[config.mk]
export PLATFORM = sky130hd
export DESIGN_NAME = fetch_unit_flat
export DESIGN_NICKNAME = d
export VERILOG_FILES = /design/src/rtl/riscv_pkg.sv /design/src/rtl/fetch_unit_if.sv /design/src/rtl/fetch_fifo.sv /design/src/rtl/fetch_unit.sv /design/src/flat_wrapper.sv
export SDC_FILE = /design/constraint.sdc
export NUM_CORES = 1
export LEC_CHECK = 0
export BUFFER_PORTS_ARGS = -buffer_cell sky130_fd_sc_hd__clkbuf_2
export CAP_MARGIN = 25
export CORE_MARGIN = 8
export CORE_UTILIZATION = 56
export CTS_BUF_LIST = sky130_fd_sc_hd__clkbuf_4 sky130_fd_sc_hd__clkbuf_8 sky130_fd_sc_hd__clkbuf_16
export DETAILED_ROUTE_END_ITERATION = 8
export HOLD_SLACK_MARGIN = 0.06
export MAX_ROUTING_LAYER = met4
export PLACE_DENSITY = 0.88
export RECOVER_POWER = 50
export SYNTH_ARGS = -nofsm -noshare
export SYNTH_HDL_FRONTEND = slang
export SYNTH_SLANG_ARGS = --single-unit
[constraint.sdc]
create_clock -name clk -period 4.2 [get_ports clk]
set_clock_uncertainty 0.05 [all_clocks]
set_input_delay 1.05 -clock clk [delete_from_list [all_inputs] [get_ports clk]]
set_output_delay 1.05 -clock clk [all_outputs]
set_load 0.05 [all_outputs]
[src/rtl/riscv_pkg.sv]
// ============================================================================
// riscv_pkg : shared constants and types for the instruction-fetch slice
// Rev 1.0   : initial release
// ============================================================================
`default_nettype none

package riscv_pkg;

  localparam int XLEN = 32;
  localparam int ILEN = 32;

  localparam logic [XLEN-1:0] PC_STEP          = 32'd4;
  localparam logic [XLEN-1:0] RESET_PC_DEFAULT = 32'h0000_0000;
  localparam logic [ILEN-1:0] NOP              = 32'h0000_0013;

  typedef struct packed {
    logic [XLEN-1:0] pc;
    logic [ILEN-1:0] data;
  } fetch_entry_t;

  function automatic logic [XLEN-1:0] align_pc(input logic [XLEN-1:0] addr);
    return {addr[XLEN-1:2], 2'b00};
  endfunction

endpackage

`default_nettype wire

[src/rtl/fetch_unit_if.sv]
// ============================================================================
// fetch_unit_if : instruction-memory, decode and redirect signals of fetch
// Rev 1.0       : initial release
// ============================================================================
`default_nettype none

interface fetch_unit_if;
  import riscv_pkg::*;

  logic            imem_req_valid;
  logic            imem_req_ready;
  logic [XLEN-1:0] imem_req_addr;
  logic            imem_rsp_valid;
  logic [ILEN-1:0] imem_rsp_data;
  logic            instr_valid;
  logic            instr_ready;
  logic [ILEN-1:0] instr;
  logic [XLEN-1:0] instr_pc;
  logic            redirect_valid;
  logic [XLEN-1:0] redirect_pc;

  // Fetch-unit side
  modport master (
    output imem_req_valid, imem_req_addr, instr_valid, instr, instr_pc,
    input  imem_req_ready, imem_rsp_valid, imem_rsp_data, instr_ready,
           redirect_valid, redirect_pc
  );

  // Memory / decode / branch-unit side
  modport slave (
    input  imem_req_valid, imem_req_addr, instr_valid, instr, instr_pc,
    output imem_req_ready, imem_rsp_valid, imem_rsp_data, instr_ready,
           redirect_valid, redirect_pc
  );

endinterface

`default_nettype wire

[src/rtl/fetch_fifo.sv]
// ============================================================================
// fetch_fifo : DEPTH-entry synchronous FIFO of {pc, instruction} with flush
// Rev 1.0    : initial release
// ============================================================================
`default_nettype none

module fetch_fifo
  import riscv_pkg::*;
#(
  parameter  int DEPTH = 2,
  localparam int CW    = $clog2(DEPTH + 1)
) (
  input  wire logic         clk,
  input  wire logic         rst_n,
  input  wire logic         push,
  input  fetch_entry_t      push_entry,
  input  wire logic         pop,
  input  wire logic         flush,
  output fetch_entry_t      head,
  output logic [CW-1:0]     count,
  output logic              empty
);

  localparam int AW = $clog2(DEPTH);

  fetch_entry_t  mem_q [DEPTH];
  fetch_entry_t  mem_d [DEPTH];
  logic [AW-1:0] wr_ptr_q, wr_ptr_d;
  logic [AW-1:0] rd_ptr_q, rd_ptr_d;
  logic [CW-1:0] count_q, count_d;
  logic          pop_ok;

  assign empty  = (count_q == '0);
  assign count  = count_q;
  assign pop_ok = pop && !empty;
  // An empty FIFO presents all-zero data and pc to decode
  assign head   = empty ? '0 : mem_q[rd_ptr_q];

  always_comb begin
    mem_d    = mem_q;
    wr_ptr_d = wr_ptr_q;
    rd_ptr_d = rd_ptr_q;
    count_d  = count_q;
    if (flush) begin
      wr_ptr_d = '0;
      rd_ptr_d = '0;
      count_d  = '0;
    end else begin
      if (push) begin
        mem_d[wr_ptr_q] = push_entry;
        wr_ptr_d        = wr_ptr_q + AW'(1);
      end
      if (pop_ok) begin
        rd_ptr_d = rd_ptr_q + AW'(1);
      end
      count_d = count_q + CW'(push) - CW'(pop_ok);
    end
  end

  always_ff @(posedge clk or negedge rst_n) begin
    if (!rst_n) begin
      for (int i = 0; i < DEPTH; i++) begin
        mem_q[i] <= '0;
      end
      wr_ptr_q <= '0;
      rd_ptr_q <= '0;
      count_q  <= '0;
    end else begin
      mem_q    <= mem_d;
      wr_ptr_q <= wr_ptr_d;
      rd_ptr_q <= rd_ptr_d;
      count_q  <= count_d;
    end
  end

endmodule

`default_nettype wire

[src/rtl/fetch_unit.sv]
// ============================================================================
// fetch_unit : PC, request issue, response kill and decode hand-off.
//              Define FETCH_PERF_EN to add perf_fetched / perf_stall counters.
// Rev 1.0    : initial release
// ============================================================================
`default_nettype none

module fetch_unit
  import riscv_pkg::*;
#(
  parameter  logic [XLEN-1:0] RESET_PC = RESET_PC_DEFAULT,
  parameter  int              DEPTH    = 2,
  localparam int              CW       = $clog2(DEPTH + 1)
) (
  input  wire logic    clk,
  input  wire logic    rst_n,
  fetch_unit_if.master bus
`ifdef FETCH_PERF_EN
  ,
  output logic [31:0]  perf_fetched,
  output logic [31:0]  perf_stall
`endif
);

  logic [XLEN-1:0] pc_q, pc_d;
  logic [XLEN-1:0] rsp_pc_q, rsp_pc_d;
  logic [CW-1:0]   outstanding_q, outstanding_d;
  logic [CW-1:0]   kill_q, kill_d;

  fetch_entry_t    head;
  fetch_entry_t    push_entry;
  logic [CW-1:0]   fifo_count;
  logic            fifo_empty;
  logic            pop;
  logic            req_fire;
  logic            rsp_keep;
  logic [CW:0]     committed;
  logic            credit_ok;

  assign pop = !fifo_empty && bus.instr_ready;

  // Slots already promised; a pop this cycle frees one for immediate reuse,
  // which is what sustains one instruction per cycle at DEPTH=2.
  assign committed = {1'b0, outstanding_q} + {1'b0, fifo_count} - (CW+1)'(pop);
  assign credit_ok = committed < (CW+1)'(DEPTH);

  // rst_n gate keeps the request low throughout reset
  assign bus.imem_req_valid = rst_n && !bus.redirect_valid && credit_ok;
  assign bus.imem_req_addr  = pc_q;

  assign req_fire   = bus.imem_req_valid && bus.imem_req_ready;
  assign rsp_keep   = bus.imem_rsp_valid && (kill_q == '0) && !bus.redirect_valid;
  assign push_entry = '{pc: rsp_pc_q, data: bus.imem_rsp_data};

  assign bus.instr_valid = !fifo_empty;
  assign bus.instr       = head.data;
  assign bus.instr_pc    = head.pc;

  always_comb begin
    pc_d          = pc_q;
    rsp_pc_d      = rsp_pc_q;
    outstanding_d = outstanding_q;
    kill_d        = kill_q;
    if (bus.redirect_valid) begin
      pc_d          = align_pc(bus.redirect_pc);
      rsp_pc_d      = align_pc(bus.redirect_pc);
      outstanding_d = outstanding_q - CW'(bus.imem_rsp_valid);
      // outstanding already includes the requests marked by kill_q, so every
      // request still in flight after this cycle is now to be dropped.
      kill_d        = outstanding_q - CW'(bus.imem_rsp_valid);
    end else begin
      if (req_fire) begin
        pc_d = pc_q + PC_STEP;
      end
      if (rsp_keep) begin
        rsp_pc_d = rsp_pc_q + PC_STEP;
      end
      outstanding_d = outstanding_q + CW'(req_fire) - CW'(bus.imem_rsp_valid);
      if (bus.imem_rsp_valid && (kill_q != '0)) begin
        kill_d = kill_q - CW'(1);
      end
    end
  end

  always_ff @(posedge clk or negedge rst_n) begin
    if (!rst_n) begin
      pc_q          <= RESET_PC;
      rsp_pc_q      <= RESET_PC;
      outstanding_q <= '0;
      kill_q        <= '0;
    end else begin
      pc_q          <= pc_d;
      rsp_pc_q      <= rsp_pc_d;
      outstanding_q <= outstanding_d;
      kill_q        <= kill_d;
    end
  end

  fetch_fifo #(
    .DEPTH (DEPTH)
  ) u_fifo (
    .clk        (clk),
    .rst_n      (rst_n),
    .push       (rsp_keep),
    .push_entry (push_entry),
    .pop        (pop),
    .flush      (bus.redirect_valid),
    .head       (head),
    .count      (fifo_count),
    .empty      (fifo_empty)
  );

`ifdef FETCH_PERF_EN
  logic [31:0] perf_fetched_q, perf_fetched_d;
  logic [31:0] perf_stall_q, perf_stall_d;

  // A pop in a redirect cycle is discarded by decode, so it is not counted
  always_comb begin
    perf_fetched_d = perf_fetched_q + 32'(pop && !bus.redirect_valid);
    perf_stall_d   = perf_stall_q + 32'(bus.instr_ready && fifo_empty);
  end

  always_ff @(posedge clk or negedge rst_n) begin
    if (!rst_n) begin
      perf_fetched_q <= '0;
      perf_stall_q   <= '0;
    end else begin
      perf_fetched_q <= perf_fetched_d;
      perf_stall_q   <= perf_stall_d;
    end
  end

  assign perf_fetched = perf_fetched_q;
  assign perf_stall   = perf_stall_q;
`endif

endmodule

`default_nettype wire

[src/flat_wrapper.sv]
// flat-port wrapper written by rule: the top's interface ports become plain ports
module fetch_unit_flat import riscv_pkg::*;
#(
  parameter  logic [XLEN-1:0] RESET_PC = RESET_PC_DEFAULT,
  parameter  int              DEPTH    = 2,
  localparam int              CW       = $clog2(DEPTH + 1)
)
  (clk, rst_n, bus_imem_req_valid, bus_imem_req_addr, bus_instr_valid, bus_instr, bus_instr_pc, bus_imem_req_ready, bus_imem_rsp_valid, bus_imem_rsp_data, bus_instr_ready, bus_redirect_valid, bus_redirect_pc);
  fetch_unit_if bus_i ();
  input  wire logic clk;
  input  wire logic rst_n;
  output wire logic [$bits(bus_i.imem_req_valid)-1:0] bus_imem_req_valid;
  output wire logic [$bits(bus_i.imem_req_addr)-1:0] bus_imem_req_addr;
  output wire logic [$bits(bus_i.instr_valid)-1:0] bus_instr_valid;
  output wire logic [$bits(bus_i.instr)-1:0] bus_instr;
  output wire logic [$bits(bus_i.instr_pc)-1:0] bus_instr_pc;
  input wire logic [$bits(bus_i.imem_req_ready)-1:0] bus_imem_req_ready;
  input wire logic [$bits(bus_i.imem_rsp_valid)-1:0] bus_imem_rsp_valid;
  input wire logic [$bits(bus_i.imem_rsp_data)-1:0] bus_imem_rsp_data;
  input wire logic [$bits(bus_i.instr_ready)-1:0] bus_instr_ready;
  input wire logic [$bits(bus_i.redirect_valid)-1:0] bus_redirect_valid;
  input wire logic [$bits(bus_i.redirect_pc)-1:0] bus_redirect_pc;
  assign bus_imem_req_valid = bus_i.imem_req_valid;
  assign bus_imem_req_addr = bus_i.imem_req_addr;
  assign bus_instr_valid = bus_i.instr_valid;
  assign bus_instr = bus_i.instr;
  assign bus_instr_pc = bus_i.instr_pc;
  assign bus_i.imem_req_ready = bus_imem_req_ready;
  assign bus_i.imem_rsp_valid = bus_imem_rsp_valid;
  assign bus_i.imem_rsp_data = bus_imem_rsp_data;
  assign bus_i.instr_ready = bus_instr_ready;
  assign bus_i.redirect_valid = bus_redirect_valid;
  assign bus_i.redirect_pc = bus_redirect_pc;
  fetch_unit #(.RESET_PC(RESET_PC), .DEPTH(DEPTH)) u_core (.clk(clk), .rst_n(rst_n), .bus(bus_i));
endmodule
After elaboration in Yosys (flattened, before gate mapping)
Cells that the tools add are included.
W data, S select, Z words.
Storage, ports and cells
  register bits: 200
  logic and storage cells: 68
  bits of input ports: 70
  output and inout bits: 98
Cells by class
  reductions and logical operators: 19
  bitwise operators: 3
  muxes and demuxes: 19
  magnitude comparators: 4
  $add $sub $neg: 12
Operators by type and width (count)
  $mux W64: 5
  $bwmux W128: 1
  $mux W32: 4
  $add A32 B3 Y32 const B: 2
  $demux W64 S1: 1
  $reduce_bool A2 Y1: 5
  $logic_and A1 B1 Y1: 9
  $mux W2: 4
  $sub A2 B1 Y2: 3
  $add A2 B1 Y2: 2
  $ge A2 B2 Y1 const B: 2
  $logic_not A2 Y1: 2
  $mux W1: 4
  $not A1 Y2: 2
  $add A2 B2 Y3: 1
  $lt A3 B2 Y1 const B: 1
  $sub A3 B1 Y3: 1
  $add A1 B1 Y1 const B: 2
  $logic_not A1 Y1: 2
  $lt A2 B1 Y1 const B: 1
  $reduce_and A2 Y1: 1
  $sub A2 B1 Y2 const B: 1
  $not A1 Y1: 1

Longest topological paths before layout
Gate-level depths: netlist (run 1).
  depth in word-level cells: 10
  depth in mapped cells: 14
  depth with buffers taken out: 12

Cells and area by module
From an unflattened synthesis (run 1), not the netlist that was laid out.
Unflattened totals
  cells, all modules: 847
  area total of the unflattened synthesis: 10014.6 sq um
By module, submodules not included
  fetch_fifo: times used 1, area an instance 6271.0 sq um, cells an instance 432, sequential area each 3303.2 sq um
  fetch_unit: times used 1, area an instance 3743.6 sq um, cells an instance 415, sequential area each 1601.5 sq um

Least setup slack after synthesis (run 1)
Ideal clock, no wire load.
  path type: register to output
  start point: reg u_core.u_fifo.count_q[1] (netlist: u_core.u_fifo.count[1])
  end point: out bus_imem_req_valid
  slack: -0.242 ns
  required time: 3.100 ns
  path buffers: 0
  arrival time: 3.342 ns
  stages on the path, launching flop included: 9
  cells stage by stage: dfrtp_1 > nor2_1 > inv_1 > and2_1 > ha_1 > nand2b_1 > fa_1 > xnor2_1 > nor3_1
Between the ends
  longest elaborated chain between the ends: 6
RTL lines
  from (decl): RTL line fetch_fifo.sv:30  | logic [CW-1:0] count_q, count_d;
  from (signal assigned): RTL line fetch_fifo.sv:72  | count_q <= count_d;
  $logic_not A2 Y1: RTL line fetch_fifo.sv:33  | assign empty = (count_q == '0);
  $logic_not A1 Y1
  via bus_instr_valid: RTL line flat_wrapper.sv:14  | output wire logic [$bits(bus_i.instr_valid)-1:0] bus_instr_valid;
  $logic_and A1 B1 Y1: RTL line fetch_unit.sv:40  | assign pop = !fifo_empty && bus.instr_ready;
  $sub A3 B1 Y3: RTL line fetch_unit.sv:44  | assign committed = {1'b0, outstanding_q} + {1'b0, fifo_count} - (CW+1)'(pop);
  $lt A3 B2 Y1: RTL line fetch_unit.sv:45  | assign credit_ok = committed < (CW+1)'(DEPTH);
  $logic_and A1 B1 Y1: RTL line fetch_unit.sv:48  | assign bus.imem_req_valid = rst_n && !bus.redirect_valid && credit_ok;
  to (decl): RTL line flat_wrapper.sv:12  | output wire logic [$bits(bus_i.imem_req_valid)-1:0] bus_imem_req_valid;
The timed path passes the listed nets, and every way through them passes these cells.

Worst setup path in the final report (run 1)
  start point: in bus_instr_ready
  end point: out bus_imem_req_valid
Between the ends
  longest elaborated chain between the ends: 4
RTL lines
  from (decl): RTL line flat_wrapper.sv:20  | input wire logic [$bits(bus_i.instr_ready)-1:0] bus_instr_ready;
  $logic_and A1 B1 Y1: RTL line fetch_unit.sv:40
  $sub A3 B1 Y3: RTL line fetch_unit.sv:44
  $lt A3 B2 Y1: RTL line fetch_unit.sv:45
  $logic_and A1 B1 Y1: RTL line fetch_unit.sv:48
Every way passes these cells.

==> flow_metrics.tcl, run 1 <==
set metrics [dict create \
    crit_required_ns 3.10 \
    cts.sinks 192 \
    p_leak_nw 5.09 \
    path_buf_inv 2 \
    final_antenna_net_count 0 \
    grt_use_met2 0.334 \
    critPathTopFamily "adder cells" \
    antenna_found_initial 0 \
    power-per-cell-area_nw_per_um2 669 \
    maxCapViolCount 2 \
    drc 0 \
    crit_path_start_kind "input port" \
    synthAdderAreaFrac 0.0140 \
    die_x_um 146 \
    grt_overflow 0 \
    min_path_cells 2 \
    synth_compound_area_frac 0.0582 \
    dp_cells 1185 \
    final_core_util 0.667 \
    place_hpwl_um 15500 \
    holdWs_ns 0.436 \
    netlist_area_sq_um 9470 \
    finalHoldViolations 0 \
    globalplace.congestion 0.916 \
    post_cts_buffers 0 \
    totalNegativeSetupSlack_ns 0 \
    setup-violations-final 0 \
    dp_worst_setup_slack_ns 0.161 \
    multi_input_area_sq_um 4410 \
    synth-xor-area-share 0.0333 \
    stdcell_area_sq_um 11100 \
    routed_via_density 5.79 \
    synth_seq_cells 192 \
    crit_top_cell "clkbuf_2" \
    insertion_delay_ns 0.42 \
    wl_um 22200 \
    grt_pass1_wl_um 36900 \
    max-slew-margin-rel -0.650 \
    portBuffers 161 \
    cts_hold_buf 0 \
    timing.rr.start "u_core.u_fifo.count[1]" \
    synthArstFlopShare 1.00 \
    core_area_sq_um 16600 \
    power_mw 7.40 \
    dpl_cell_area_sq_um 10500 \
    ctsLongestPathBuffers 2 \
    slowest_stage "fa_1" \
    ys_seq_area_frac 0.508 \
    synth_mux_area_frac 0.220 \
    drt_first_pass_iters 5 \
    syn2layout_area_growth_pct 16.8 \
    holdPathEnd "u_core.u_fifo.mem_q[62]" \
    netlist.area_leader.share 0.508 \
    synth_cells 836 \
    period_share 0.953 \
    synth.area.top_cells "dfrtp_1, mux2_2, mux2i_1" \
    fmax_ghz 0.250 \
    die-area_sq_um 21300 \
    reg2reg_depth 13 \
    synth_top_family_by_area "multiplexers" \
    min_from "u_core.u_fifo.mem_q[62]" \
    drt_iter0_markers 353 \
    stdcell_count 1218 \
    ios 168 \
    synth_common_cells "dfrtp_1, mux2_2, nor2_1" \
    h-tree-depth 4 \
    cts_root_buffer "clkbuf_16" \
    worstSetupPathType "in2out" \
    track_usage 0.217 \
    path_cells "clkbuf_2 -> and2_1 -> ha_1 -> nand2b_1 -> fa_1 -> xnor2_1 -> nor3_2 -> clkbuf_2" \
    nNetsFinal 1065 \
    path_max_fanout 4 \
    use_met3 0.0498 \
    yosysUniqueCellTypes 58 \
    grt_max_degree 193 \
    synth_top_area_cell "dfrtp_1" \
    yosysWarningCount 0 \
    seqCellArea_sq_um 4810 \
    first_global_vias 7345 \
    crit_path_max_incr_delay_ns 0.38 \
    min_path_type "reg2reg" \
    finalCriticalPeriod_ns 4.00 \
    rsz0062_at_grt "no" \
    syn_area_per_cell_sq_um 11.3 \
    violations "capacitance limit, slew limit" \
    clk_pin_slew_ns 0.06 \
    yosys.area_share.simple 0.139 \
    synth_ff_type "dfrtp_1" \
    crit_arrival_ns 2.90 \
    busiest_layer "met2" \
    r2r_slack_ns 0.99 \
    row_count 47 \
    use_met1 0.282 \
    synth_most_common_cell "dfrtp_1" \
    vias 7048 \
    cts_tree "done" \
    cts_buffers 17 \
    worst_slack_ns 0.197 \
    die_y_um 146 \
    n_antenna_cell 0 \
    cts-resized-gates 0 \
    endpoint_kind "output port" \
    vdd.ir_drop.worst_mv 0.418 \
    status "finished, violations left" \
    fillerInstances 1265 \
    synth_enable_flop_cells 0 \
    r2r_end "u_core.bus.imem_req_addr[17]" \
    wl_per_cell_um 18.2 \
    drive_gt1_frac 0.342 \
    tightest_slew_ns 2.47 \
    slew_viol_final 254 \
    floorplan.initialDensity 0.571 \
]
-- worst min-delay path: cells and delay by family, from the launching register on --
| family | cells | cell delay (ns) |
|---|---|---|
| and+or+nand+nor | 1 | 0.05 |
| DFF | 1 | 0.34 |
| AOI/OAI and AO/OA | 1 | 0.06 |
-- power breakdown --
group / switching (mW) / internal (mW) / leakage, nW
Combinational: 1.87 / 1.06 / 2.39
Sequential: 0.451 / 2.47 / 2.42
Clock: 0.660 / 0.883 / 0.287
-- worst max-delay path by stage --
stage                                 startpoint                           to  slack (ns)  cells after the start
after floorplan           u_core.u_fifo.count[1]           bus_imem_req_valid        0.18                      8
after global placement           bus_instr_ready  u_core.bus.imem_req_addr[7]        0.27                     11
after detailed placement         bus_instr_ready  u_core.bus.imem_req_addr[6]        0.16                     11
after CTS                        bus_instr_ready           bus_imem_req_valid        0.23                      8
after global routing      u_core.u_fifo.count[1]           bus_imem_req_valid        0.12                      9
final                            bus_instr_ready           bus_imem_req_valid        0.20                      8
-- cells in the final DEF, fill, tap and decap left out, drive strengths merged, types with 8 or more instances in the layout --
cell and n:
mux2i 69, xor2 17, clkbuf 185, nand4 17
ha 9, o211ai 8, nand3 30, nor2 89
o21ai 43, nor2b 9, nor4 9, mux2 124
nand2 59, buf 12, inv 15, and3 11
dfrtp 192, o311ai 15, xnor2 19
-- cells by family (layout without fill, tap and decap cells) --
kind of cell	count (synthesis)	in the layout
xor+xnor	36	36
compound gates	85	85
buf+inv	62	221
fa+ha+maj	10	10
flops	192	192
simple gates	257	257
other cells	1	4
mux	193	193
-- state kept, by name, summed over array words and instances (netlist names) --
name / count
u_core.bus.imem_req_addr: 30
u_core.kill_q: 2
u_core.outstanding_q: 2
u_core.rsp_pc_q: 30
u_core.u_fifo.count: 2
u_core.u_fifo.mem_q: 124
u_core.u_fifo.rd_ptr_q: 1
u_core.u_fifo.wr_ptr_q: 1
-- cell type report --
cell class | count | area share
Clock buffer | 23 | 0.0442
Multi-Input combinational cell | 585 | 0.398
Tap cell | 220 | 0.0249
Sequential cell | 192 | 0.435
Clock inverter | 9 | 0.00758
Inverter | 15 | 0.00509
Timing Repair Buffer | 174 | 0.0850
-- layer usage --
metal | vias up | part of all wire
met4 | 0 | 0.017
met5 | - | 0
met2 | 291 | 0.46
met1 | 3454 | 0.46
li1 | 3271 | -
met3 | 32 | 0.065
Note: power is estimated with default switching activity, not from simulation.
==> run 2: changes to the inputs <==
--- a/config.mk
+++ b/config.mk
@@ -15,6 +15,7 @@
 export MAX_ROUTING_LAYER = met4
 export PLACE_DENSITY = 0.88
 export RECOVER_POWER = 50
+export REMOVE_ABC_BUFFERS = 1
 export SYNTH_ARGS = -nofsm -noshare
 export SYNTH_HDL_FRONTEND = slang
 export SYNTH_SLANG_ARGS = --single-unit
==> run 2 against run 1 <==
Effect of this change: flip-flop and latch count did not move; register-to-register slack improved by 0.03 ns; critical path type unchanged; highest routed layer unchanged; utilization rose by 0.12 points; total power rose by 2.0%; global-route usage rose by 0.85 points; combinational power barely moved; the flow still finishes with violations (capacitance limit, slew limit); non-clock buffer count rose by 1; hold slack improved by 0.012 ns.
==> flow_metrics.tcl, run 2 (same netlist as run 1, synthesis figures left out) <==
set metrics [dict create \
    status "finished, violations left" \
    violations "capacitance limit, slew limit" \
    fillerInstances 1305 \
    clk_pin_slew_ns 0.06 \
    antenna_found_initial 0 \
    nNetsFinal 1066 \
    grt_max_degree 85 \
    globalplace.congestion 0.856 \
    ios 168 \
    worstSetupPathType "in2out" \
    place_hpwl_um 16000 \
    cts.sinks 192 \
    multi_input_area_sq_um 4420 \
    crit_path_start_kind "input port" \
    grt_use_met2 0.357 \
    path_cells "clkbuf_2 -> and2_1 -> ha_1 -> nand2b_1 -> fa_1 -> xnor2_1 -> nor3_1 -> clkbuf_2" \
    dpl_cell_area_sq_um 10500 \
    p_leak_nw 5.05 \
    slew_viol_final 161 \
    n_antenna_cell 0 \
    die-area_sq_um 21300 \
    max-slew-margin-rel -0.231 \
    slowest_stage "fa_1" \
    reg2reg_depth 13 \
    final_common_cell "dfrtp_1" \
    h-tree-depth 4 \
    syn2layout_area_growth_pct 17.0 \
    holdWs_ns 0.448 \
    crit_arrival_ns 2.87 \
    seqCellArea_sq_um 4810 \
    cts_buffers 17 \
    vias 7129 \
    wl_um 23000 \
    cts_hold_buf 0 \
    ctsLongestPathBuffers 2 \
    routed_via_density 5.85 \
    path_max_fanout 4 \
    use_met1 0.278 \
    wl_per_cell_um 18.8 \
    endpoint_kind "output port" \
    post_cts_buffers 0 \
    stdcell_area_sq_um 11100 \
    r2r_slack_ns 1.02 \
    maxCapViolCount 3 \
    drc 0 \
    drive_gt1_frac 0.321 \
    final_antenna_net_count 0 \
    r2r_end "u_core.bus.imem_req_addr[11]" \
    die_x_um 146 \
    portBuffers 161 \
    track_usage 0.225 \
    min_path_type "reg2reg" \
    crit_top_cell "clkbuf_2" \
    startpoint "bus_instr_ready" \
    rsz0062_at_grt "no" \
    busiest_layer "met2" \
    totalNegativeSetupSlack_ns 0 \
    min_from "u_core.u_fifo.mem_q[62]" \
    finalHoldViolations 0 \
    first_global_vias 7391 \
    timing.rr.start "u_core.u_fifo.count[1]" \
    power-per-cell-area_nw_per_um2 681 \
    largest_reg_flops 124 \
    finalCriticalPeriod_ns 3.97 \
    crit_path_max_incr_delay_ns 0.39 \
    tightest_slew_ns 1.85 \
    core_area_sq_um 16600 \
    drt_first_pass_iters 5 \
    cts_root_buffer "clkbuf_16" \
    floorplan.initialDensity 0.571 \
    layout_common_cells "dfrtp_1, clkbuf_2, mux2_2" \
    fmax_ghz 0.252 \
    period_share 0.945 \
    setup-violations-final 0 \
    final_core_util 0.668 \
    die_y_um 146 \
    endpoint "bus_imem_req_valid" \
    insertion_delay_ns 0.43 \
    grt_pass1_wl_um 37800 \
    cts-resized-gates 0 \
    use_met3 0.0596 \
    vdd.ir_drop.worst_mv 0.838 \
    top_register "u_core.u_fifo.mem_q" \
    drt_iter0_markers 447 \
    row_count 47 \
    grt_overflow 0 \
    cts_tree "done" \
    crit_required_ns 3.10 \
]
-- run 2: final cells by class --
class	count	area share
flip-flops and latches	192	0.434
multi-input cells	585	0.399
repair buffers	175	0.0809
clock buffers	21	0.0422
well taps	220	0.0248
clock inverters	10	0.0143
inverters	15	0.00508
-- run 2: worst min-delay path by stage --
stage | end | slack [ns] | cells after the start
after global placement | u_core.u_fifo.mem_q[62] | 0.42 | 2
after detailed placement | u_core.u_fifo.mem_q[62] | 0.42 | 2
final | u_core.u_fifo.mem_q[62] | 0.45 | 2
after global routing | u_core.u_fifo.mem_q[7] | 0.47 | 1
after CTS | u_core.u_fifo.mem_q[62] | 0.45 | 2
after floorplan | u_core.u_fifo.mem_q[62] | 0.40 | 2
-- run 2: routing by layer --
layer,vias up,share of wire
met5,-,0
met4,0,0.027
met3,46,0.061
met2,254,0.48
met1,3559,0.44
li1,3270,-
-- run 2: worst max-delay path, delay by kind of cell --
family	cells	cell delay, ns
xor+xnor	1	0.18
fa+ha+maj	2	0.66
buf+inv	2	0.39
simple gates	3	0.57
-- run 2: through the flow --
step / setup slack [ns] / power (mW) / instances
floorplan: -2.58 / 5.11 / 792
global placement: 0.263 / 5.76 / 1185
detailed placement: 0.248 / 5.90 / 1186
CTS: 0.241 / 7.62 / 1217
global route: 0.133 / 7.96 / 1218
finish: 0.231 / 7.54 / 1218
-- run 2: power breakdown --
group	switching [mW]	total [mW]	internal, mW
Clock	0.676	1.71	1.04
Sequential	0.421	2.89	2.47
Combinational	1.89	2.94	1.05
Total	2.99	7.54	4.56
==> run 3: changes to the inputs <==
--- a/config.mk
+++ b/config.mk
@@ -8,12 +8,11 @@
 export BUFFER_PORTS_ARGS = -buffer_cell sky130_fd_sc_hd__clkbuf_2
 export CAP_MARGIN = 25
 export CORE_MARGIN = 8
-export CORE_UTILIZATION = 56
+export CORE_UTILIZATION = 51
 export CTS_BUF_LIST = sky130_fd_sc_hd__clkbuf_4 sky130_fd_sc_hd__clkbuf_8 sky130_fd_sc_hd__clkbuf_16
 export DETAILED_ROUTE_END_ITERATION = 8
 export HOLD_SLACK_MARGIN = 0.06
-export MAX_ROUTING_LAYER = met4
-export PLACE_DENSITY = 0.88
+export PLACE_DENSITY = 0.85
 export RECOVER_POWER = 50
 export REMOVE_ABC_BUFFERS = 1
 export SYNTH_ARGS = -nofsm -noshare
==> constraint.sdc (replaced) <==
create_clock -name clk -period 3.2 [get_ports clk]
set_clock_uncertainty 0.05 [all_clocks]
set_input_delay 0.8 -clock clk [delete_from_list [all_inputs] [get_ports clk]]
set_output_delay 0.8 -clock clk [all_outputs]
set_load 0.05 [all_outputs]
==> run 3 against run 2 <==
Effect of this change: the run ends with capacitance limit, slew limit, setup timing left; sequential share of layout area is 0.57 points lower; register-to-register slack worse by 0.97 ns; total power is 34% higher; critical endpoint unchanged; clock power is 29% higher; via count hardly changed; critical path depth is 2 higher; highest routed layer unchanged; non-clock buffer count is 14 higher; global-route usage is 2.1 points lower; setup slack worse by 0.37 ns; flip-flop and latch count stayed put; largest power group unchanged; largest cell class unchanged.
==> flow_metrics.tcl, run 3 (same netlist as run 1, synthesis figures left out) <==
set metrics [dict create \
    final_core_util 0.608 \
    worst_slack_ns -0.143 \
    place_hpwl_um 16400 \
    crit_arrival_ns 2.49 \
    die_y_um 152 \
    portBuffers 161 \
    crit_path_max_incr_delay_ns 0.42 \
    track_usage 0.204 \
    n_antenna_cell 0 \
    cts_hold_buf 0 \
    power.switching_mw 4.00 \
    final_common_cell "dfrtp_1" \
    endpoint "bus_imem_req_valid" \
    clk_pin_slew_ns 0.07 \
    fmax_ghz 0.299 \
    slowest_stage "dfrtp_1" \
    nNetsFinal 1080 \
    swShare 0.395 \
    syn2layout_area_growth_pct 18.6 \
    crit_path_start_kind "flip-flop" \
    row_count 50 \
    endpoint_kind "output port" \
    core_area_sq_um 18500 \
    wl_met2_um 11100 \
    cts_root_buffer "clkbuf_16" \
    maxCapViolCount 1 \
    layout_common_cells "dfrtp_1, clkbuf_2, mux2_2" \
    insertion_delay_ns 0.43 \
    startpoint "u_core.u_fifo.count[1]" \
    cts_tree "done" \
    final_antenna_net_count 0 \
    drt_first_pass_iters 4 \
    grt_overflow 0 \
    floorplan.initialDensity 0.513 \
    slew_viol_final 9 \
    die-area_sq_um 23200 \
    stdcell_count 1247 \
    grt_pass1_wl_um 38500 \
    p_comb_frac 0.411 \
    reg2reg_depth 7 \
    h-tree-depth 4 \
    antenna_found_initial 0 \
    wl_met1_um 10600 \
    dp_cells 1210 \
    topRoutingLayerUsed "met4" \
    tightest_slew_ns 1.65 \
    finalHoldViolations 0 \
    path_max_fanout 2 \
    fillerInstances 1523 \
    cts_buffers 17 \
    routed_via_density 5.71 \
    ios 168 \
    finalCriticalPeriod_ns 3.34 \
    min_path_type "reg2reg" \
    max-slew-margin-rel -0.109 \
    drive_gt1_frac 0.336 \
    wl_per_cell_um 18.7 \
    timing.rr.start "u_core.kill_q[0]" \
    crit_required_ns 2.35 \
    vdd.ir_drop.worst_mv 0.841 \
    drt_iter0_markers 389 \
    status "finished, violations left" \
    ctsLongestPathBuffers 2 \
    wl_met3_um 1340 \
    period_share 1.04 \
    violations "capacitance limit, slew limit, setup timing" \
    drc 0 \
    wl_um 23400 \
    cts.sinks 192 \
    p_leak_nw 5.09 \
    r2r_end "u_core.rsp_pc_q[25]" \
    setup-violations-final 1 \
    worstSetupPathType "reg2out" \
    power_mw 10.1 \
    power-per-cell-area_nw_per_um2 902 \
    first_global_vias 7356 \
    vias 7122 \
    r2r_slack_ns 0.05 \
    grt_max_degree 64 \
    globalplace.congestion 0.861 \
    top_register "u_core.u_fifo.mem_q" \
    p_int_mw 6.12 \
    p_seq_frac 0.372 \
    die_x_um 152 \
    rsz0062_at_grt "yes" \
    largest_reg_flops 124 \
    path_cells "nor2_4 -> inv_2 -> and2_4 -> ha_4 -> nand2b_4 -> fa_2 -> xnor2_2 -> buf_4 -> nor3_4 -> buf_12" \
    clockPowerShare 0.217 \
]
==> run 3: changes by cell type in the layout (fill, tap and decap cells not counted), moves of 2 or more <==
cell      delta
nand2_2      +2
buf_4       +14
nand2_1      -2
o21ai_0      -8
nor4_1       +2
clkinv_4     +2
clkbuf_4     +5
clkbuf_1     +2
clkbuf_2     -6
buf_12       +2
o21ai_1      +7
==> run 3: worst max-delay path: cells and delay by family, from the launching register on <==
| kind | cells | cell delay, ns |
|---|---|---|
| flops | 1 | 0.42 |
| simple gates | 4 | 0.59 |
| fa+ha+maj | 2 | 0.56 |
| xor+xnor | 1 | 0.15 |
| buf+inv | 3 | 0.34 |
==> run 3: power groups by stage <==
stage,Sequential [mW],Clock (mW),Combinational [mW]
final,3.77,2.20,4.16
after global routing,3.88,2.34,4.49
after CTS,3.77,2.24,4.18
after detailed placement,3.81,0,4.04
after global placement,3.75,0,3.94
after floorplan,3.92,0,2.79
==> run 3: area by class of cell <==
class	instances	area (sq um)	share of cell area
timing repair buffer	189	1030	0.0917
multi-input combinational	585	4420	0.394
tap	234	293	0.0261
clock inverter	9	133	0.0118
inverter	15	56.3	0.00501
clock buffer	23	483	0.0430
sequential	192	4810	0.428
==> run 3: worst min path at each step <==
| stage | slack (ns) | depth (start not counted) | from | end |
|---|---|---|---|---|
| floorplan | 0.40 | 2 | u_core.u_fifo.mem_q[62] | u_core.u_fifo.mem_q[62] |
| finish | 0.45 | 1 | u_core.u_fifo.mem_q[108] | u_core.u_fifo.mem_q[108] |
| CTS | 0.46 | 1 | u_core.u_fifo.mem_q[20] | u_core.u_fifo.mem_q[20] |
| detailed placement | 0.44 | 1 | u_core.u_fifo.mem_q[16] | u_core.u_fifo.mem_q[16] |
| global placement | 0.42 | 2 | u_core.u_fifo.mem_q[62] | u_core.u_fifo.mem_q[62] |
| global route | 0.46 | 1 | u_core.u_fifo.mem_q[7] | u_core.u_fifo.mem_q[7] |
==> run 3: layer usage <==
| layer | GRT usage | up-vias |
|---|---|---|
| met5 | 0 | - |
| met4 | 0.0633 | 0 |
| met3 | 0.0499 | 27 |
| met2 | 0.332 | 243 |
| met1 | 0.264 | 3559 |
| li1 | - | 3293 |
==> run 3: what timing repair did <==
action / CTS / global route
endpoints found under the hold margin: 0 / 0
pin swaps: 7 / 5
endpoints found under the setup margin: 18 / 2
buffers inserted: 3 / 1
resized for setup: 10 / 1
==> run 3: stage by stage <==
| step | setup slack [ns] | instance area [sq um] | hold slack (ns) | TNS [ns] |
|---|---|---|---|---|
| after floorplan | -3.33 | 9270 | 0.400 | -218.67 |
| after global placement | -0.353 | 10600 | 0.417 | -5.63 |
| after detailed placement | -0.556 | 10600 | 0.443 | -8.53 |
| after CTS | -0.152 | 11300 | 0.458 | -0.806 |
| after global routing | -0.257 | 11200 | 0.465 | -1.20 |
| final | -0.143 | 11200 | 0.455 | -0.143 |
